$ cat config.mk
export PLATFORM = sky130hd
export DESIGN_NAME = pipeline_operand_packer_flat
export DESIGN_NICKNAME = d
export VERILOG_FILES = /design/src/rtl/pipeline_operand_packer_if.sv /design/src/rtl/pipeline_operand_packer.sv /design/src/flat_wrapper.sv
export SDC_FILE = /design/constraint.sdc
export NUM_CORES = 1
export LEC_CHECK = 0
export ABC_CLOCK_PERIOD_IN_PS = 3400
export CAP_MARGIN = 10
export CORE_ASPECT_RATIO = 1.75
export CORE_UTILIZATION = 45
export CTS_BUF_LIST = sky130_fd_sc_hd__clkbuf_8
export CTS_CLUSTER_DIAMETER = 120
export DETAILED_ROUTE_END_ITERATION = 6
export GPL_ROUTABILITY_DRIVEN = 1
export HOLD_SLACK_MARGIN = 0.03
export PLACE_DENSITY = 0.76
export SETUP_SLACK_MARGIN = 0.02
export SKIP_CTS_REPAIR_TIMING = 1
export SYNTH_ARGS = -nofsm -noshare
export SYNTH_HDL_FRONTEND = slang
export SYNTH_SLANG_ARGS = --single-unit
$ cat constraint.sdc
create_clock -name clk -period 3.4 [get_ports clk]
set_clock_uncertainty 0.2 [all_clocks]
set_input_delay 0.34 -clock clk [delete_from_list [all_inputs] [get_ports clk]]
set_output_delay 0.34 -clock clk [all_outputs]
set_load 0.02 [all_outputs]
$ cat src/rtl/pipeline_operand_packer_if.sv
// Stream bundle between the operand source, the packer and the adder-tree input stage.
// The master side drives operand beats and consumes vectors; the slave side is the packer.
interface pipeline_operand_packer_if #(
    parameter int WIDTH     = 32,
    parameter int INPUT_NUM = 8,
    parameter int CNT_W     = $clog2(INPUT_NUM) + 1
);
    logic                                in_valid;
    logic                                in_ready;
    logic [WIDTH-1:0]                    in_data;
    logic                                in_last;
    logic                                out_valid;
    logic                                out_ready;
    logic [INPUT_NUM-1:0][WIDTH-1:0]     out_data;
    logic [CNT_W-1:0]                    out_lanes;
    logic                                out_last;

    modport master (
        output in_valid, in_data, in_last, out_ready,
        input  in_ready, out_valid, out_data, out_lanes, out_last
    );

    modport slave (
        input  in_valid, in_data, in_last, out_ready,
        output in_ready, out_valid, out_data, out_lanes, out_last
    );
endinterface

$ cat src/rtl/pipeline_operand_packer.sv
// Serial-to-parallel packer: gathers INPUT_NUM operands into one lane vector, zero-pads
// partial vectors closed by in_last, and holds one finished vector while the output is busy.
module pipeline_operand_packer #(
    parameter int WIDTH     = 32,
    parameter int INPUT_NUM = 8,
    parameter int CNT_W     = $clog2(INPUT_NUM) + 1
) (
    input  logic                      clk,
    input  logic                      rst,
    pipeline_operand_packer_if.slave  bus
);
    localparam int IDX_W = $clog2(INPUT_NUM);

    typedef logic [INPUT_NUM-1:0][WIDTH-1:0] vec_t;

    vec_t             fill_buf_r;
    logic [CNT_W-1:0] fill_cnt_r;
    logic             pending_r;
    logic [CNT_W-1:0] pend_lanes_r;
    logic             pend_last_r;

    vec_t             out_data_r;
    logic [CNT_W-1:0] out_lanes_r;
    logic             out_last_r;
    logic             out_valid_r;

    logic             accept_s;
    logic             slot_free_s;
    logic             at_end_s;
    logic             close_s;
    logic             load_pend_s;
    logic             load_new_s;
    logic [CNT_W-1:0] close_lanes_s;
    logic [IDX_W-1:0] idx_s;
    vec_t             close_vec_s;

    // Handshake decode and the vector as it looks with the current beat merged in.
    always_comb begin
        accept_s      = bus.in_valid & ~pending_r;
        slot_free_s   = ~out_valid_r | bus.out_ready;
        at_end_s      = (fill_cnt_r == CNT_W'(INPUT_NUM - 1));
        close_s       = accept_s & (at_end_s | bus.in_last);
        load_pend_s   = pending_r & slot_free_s;
        load_new_s    = close_s & slot_free_s;
        close_lanes_s = fill_cnt_r + CNT_W'(1);
        idx_s         = fill_cnt_r[IDX_W-1:0];
        close_vec_s   = fill_buf_r;
        for (int i = 0; i < INPUT_NUM; i++) begin
            // Lanes above the write index are still zero from the last clear: that is the padding.
            if (IDX_W'(i) == idx_s) begin
                close_vec_s[i] = bus.in_data;
            end else begin
                close_vec_s[i] = fill_buf_r[i];
            end
        end
    end

    // Fill buffer, lane counter and the held (pending) vector.
    always_ff @(posedge clk) begin
        if (rst) begin
            fill_buf_r   <= '0;
            fill_cnt_r   <= '0;
            pending_r    <= 1'b0;
            pend_lanes_r <= '0;
            pend_last_r  <= 1'b0;
        end else if (load_pend_s) begin
            fill_buf_r   <= '0;
            pending_r    <= 1'b0;
        end else if (close_s) begin
            fill_cnt_r   <= '0;
            if (slot_free_s) begin
                fill_buf_r   <= '0;
            end else begin
                fill_buf_r   <= close_vec_s;
                pending_r    <= 1'b1;
                pend_lanes_r <= close_lanes_s;
                pend_last_r  <= bus.in_last;
            end
        end else if (accept_s) begin
            fill_buf_r[idx_s] <= bus.in_data;
            fill_cnt_r        <= close_lanes_s;
        end else begin
            fill_cnt_r   <= fill_cnt_r;
        end
    end

    // Output slot: a held vector has priority; a load at the transfer edge keeps out_valid high.
    always_ff @(posedge clk) begin
        if (rst) begin
            out_valid_r <= 1'b0;
            out_data_r  <= '0;
            out_lanes_r <= '0;
            out_last_r  <= 1'b0;
        end else if (load_pend_s) begin
            out_valid_r <= 1'b1;
            out_data_r  <= fill_buf_r;
            out_lanes_r <= pend_lanes_r;
            out_last_r  <= pend_last_r;
        end else if (load_new_s) begin
            out_valid_r <= 1'b1;
            out_data_r  <= close_vec_s;
            out_lanes_r <= close_lanes_s;
            out_last_r  <= bus.in_last;
        end else if (bus.out_ready) begin
            out_valid_r <= 1'b0;
        end else begin
            out_valid_r <= out_valid_r;
        end
    end

    assign bus.in_ready  = ~pending_r;
    assign bus.out_valid = out_valid_r;
    assign bus.out_data  = out_data_r;
    assign bus.out_lanes = out_lanes_r;
    assign bus.out_last  = out_last_r;
endmodule

$ cat src/flat_wrapper.sv
// flat-port wrapper written by rule: the top's interface ports become plain ports
module pipeline_operand_packer_flat 
#(
    parameter int WIDTH     = 32,
    parameter int INPUT_NUM = 8,
    parameter int CNT_W     = $clog2(INPUT_NUM) + 1
)
  (clk, rst, bus_in_valid, bus_in_data, bus_in_last, bus_out_ready, bus_in_ready, bus_out_valid, bus_out_data, bus_out_lanes, bus_out_last);
  pipeline_operand_packer_if #(.WIDTH(WIDTH), .INPUT_NUM(INPUT_NUM), .CNT_W(CNT_W)) bus_i ();
  input  logic clk;
  input  logic rst;
  input wire logic [$bits(bus_i.in_valid)-1:0] bus_in_valid;
  input wire logic [$bits(bus_i.in_data)-1:0] bus_in_data;
  input wire logic [$bits(bus_i.in_last)-1:0] bus_in_last;
  input wire logic [$bits(bus_i.out_ready)-1:0] bus_out_ready;
  output wire logic [$bits(bus_i.in_ready)-1:0] bus_in_ready;
  output wire logic [$bits(bus_i.out_valid)-1:0] bus_out_valid;
  output wire logic [$bits(bus_i.out_data)-1:0] bus_out_data;
  output wire logic [$bits(bus_i.out_lanes)-1:0] bus_out_lanes;
  output wire logic [$bits(bus_i.out_last)-1:0] bus_out_last;
  assign bus_i.in_valid = bus_in_valid;
  assign bus_i.in_data = bus_in_data;
  assign bus_i.in_last = bus_in_last;
  assign bus_i.out_ready = bus_out_ready;
  assign bus_in_ready = bus_i.in_ready;
  assign bus_out_valid = bus_i.out_valid;
  assign bus_out_data = bus_i.out_data;
  assign bus_out_lanes = bus_i.out_lanes;
  assign bus_out_last = bus_i.out_last;
  pipeline_operand_packer #(.WIDTH(WIDTH), .INPUT_NUM(INPUT_NUM), .CNT_W(CNT_W)) u_core (.clk(clk), .rst(rst), .bus(bus_i));
endmodule
==> results.md <==
- Outcome: finished clean
- Hold Crit Class: reg2reg
- Largest net degree at the start of global routing: 111
- Synth area leader: dfxtp_1
- Initial antenna violation count: 3
- Insertion delay to the later sink of the worst-skew pair: 650 ps
- CORE AREA: 0.05046 sq mm
- Final TNS setup: 0 ps
- # fillers: 4425
- RSZ-0062 raised after global routing: no
- Row cnt: 109
- Critical-path cell list: ha_1 > ha_2 > a21boi_4 > buf_4 > mux2i_1 > a211oi_1
- Reg clk slew, reported paths: 70 ps
- First-pass GRT wire length: 104800 um
- I/O pin count: 300
- Die X: 173.0 um
- CTS Sinks: 528
- Final min period: 2944 ps
- Gr ovfl total: 0
- Clock Tree Buf Depth: 3
- EDFF count, synth: 0
- Die area: 0.05210 sq mm
- CP startpoint kind: flop
- Via density: 5.574
- Sequential share of the synthesized area: 45.92%
- Worst stage delay on the critical path: 590 ps
- Worst-path maximum fanout: 19
- Final HPWL DP: 46330 um
- DRC: 0
- YS warnings: 0
- Worst vdd ir: 0.3351 mV
- Dpl ws: 364.0 ps
- Number of global-route vias before repair: 18480
- Reg area: 0.01057 sq mm
- Count leader, synth: dfxtp_1
- Synthesized area per cell: 9.854 sq um
- Highest clock rate: 0.3396 GHz
- Gr usage total: 25.76%
- Final Util: 55.59%
- Die Y: 301.2 um
- WL final: 68140 um
- Pwr Density: 496.2 mW/mm^2
- Flop2flop setup slack: 460 ps
- Synth Cell Area: 0.02302 sq mm
- Root buffer cell: clkbuf_8
- CTS tree: done
- Area of the multi-input gates: 0.01114 sq mm
- Power, Total: 13.92 mW
- Drt first pass iters: 6
- Number of port buffers: 299
- Worst setup EP type: flop
- Max_cap viols: 0
- Worst endpoint data arrival time: 3220 ps
- CTS buffer count: 78
- Crit path kind: reg2reg
- Actual slew at the worst max-slew pin: 1011 ps
- Leakage: 9.704 nW
- Via count: 18190
- Distinct cells, synth: 55
- Flops & latches, synth: 528
- Placed cell area: 0.02642 sq mm
- Layout area overhead: 21.86%
- Slowest cell on crit path: dfxtp_1
- Top area cells in the synthesized netlist: dfxtp_1 (46%), mux2i_1 (19%), a211oi_1 (8.4%), nor2_1 (4.4%), nand2_1 (3.4%)
- Layout Nets: 2574
- Starting Density: 45.62%
- Crit share post-route: 86.60%
- Number of routed nets with antenna violations: 0
- Top_reg_cell synth: dfxtp_1
- Share of layout cells above drive strength 1: 12.95%
- Post-synth top area share: 45.92%
- Cells after synthesis: 2336
- Worst Path Required: 3680 ps
- Syn nets: 2379
- Post-synth top cells: dfxtp_1 (528), mux2i_1 (447), nor2_1 (267)
- Final Hold Fails: 0
- Design area: 0.02805 sq mm
- Avg WL per Cell: 20.88 um
- RD Place Congestion: 0.8358
- Final Setup Violations: 0
- Worst slew margin: 32.58%
- Ys async rst share: 0%
- Iter 0 DRT Violations: 1145
- H-tree depth: 3
- Final Slew Violations: 0
- Final worst slack: 455.7 ps
[per-layer routing]
metal / up-vias / share of wire [%] / GRT usage [%]
met1: 8697 / 37 / 27.01
li1: 8734 / - / -
met2: 586 / 53 / 48.17
met3: 175 / 4.9 / 4.160
met5: - / 0 / 0
met4: 0 / 5.2 / 15.23
[per-stage QoR]
step | hold WS, ps | instances
2_1_floorplan | 234.1 | 2336
3_3_place_gp | 240.8 | 3116
3_5_place_dp | 245.8 | 3116
4_1_cts | -10.73 | 3260
5_1_grt | 271.2 | 3264
6_report | 252.7 | 3264
[power by group]
part           switching, mW  internal, mW  total (mW)
Combinational           1.16         0.792        1.95
Clock                   2.53          2.77        5.30
Sequential             0.190          6.47        6.66
[layout make-up]
cell class              count  share of cell area [%]
diodes                      3                 0.02676
clock buffers              94                   4.612
clock inverters            50                   1.137
inverters                   5                 0.06691
multi-input cells        1554                   39.73
flip-flops and latches    528                   37.68
well taps                 666                   2.971
repair buffers            364                   13.77
[critical path: cells and delay by family, from the launching register on]
kind	cells	cell delay [ps]
AO/OA/AOI/OAI	2	380
adder cells (fa/ha/maj)	2	880
buffers and inverters	1	350
flip-flops	1	590
multiplexers	1	340
[flip-flops by register name (all words and copies together) (netlist names)]
register              cells
u_core.bus.out_data     256
u_core.bus.out_lanes      4
u_core.bus.out_last       1
u_core.bus.out_valid      1
u_core.fill_buf_r       256
u_core.fill_cnt_r         4
u_core.pend_lanes_r       4
u_core.pend_last_r        1
u_core.pending_r          1
[cells in the final DEF, fill, tap and decap left out, types with 4 or more instances in the layout]
master	netlist	routed
buf_4	28	34
nand2_1	207	207
buf_12	9	30
nor2_2	60	60
a21oi_1	110	108
clkbuf_8	0	94
clkinv_2	0	10
a21oi_4	2	8
inv_1	4	34
nand3_1	8	8
a211oi_1	259	259
clkdlybuf4s50_1	0	298
o221a_2	7	7
or3_1	4	4
mux2i_1	447	447
nor2_1	267	267
o221a_1	25	25
nand2b_1	4	4
a211oi_2	30	30
o21ai_0	38	38
ha_1	6	5
mux2_2	31	31
dfxtp_1	528	528
a311oi_1	5	5
[path summary, 6_finish.rpt]
path,from,endpoint,cells after the start
max reg2reg,u_core.fill_cnt_r[0],u_core.bus.out_data[109],6
max,u_core.fill_cnt_r[0],u_core.bus.out_data[109],6
min,u_core.fill_buf_r[17],u_core.fill_buf_r[17],2
min reg2reg,u_core.fill_buf_r[17],u_core.fill_buf_r[17],2
[cell families after synthesis]
family,after synthesis,synth area share [%]
AOI/OAI and AO/OA,497,16.12
xor gates and xnor gates,1,0.03806
adders and majority gates,6,0.3261
buffers and inverters,254,6.121
DFF,528,45.92
muxes,478,20.95
and+or+nand+nor,572,10.52
(Power assumes the default switching activity.)
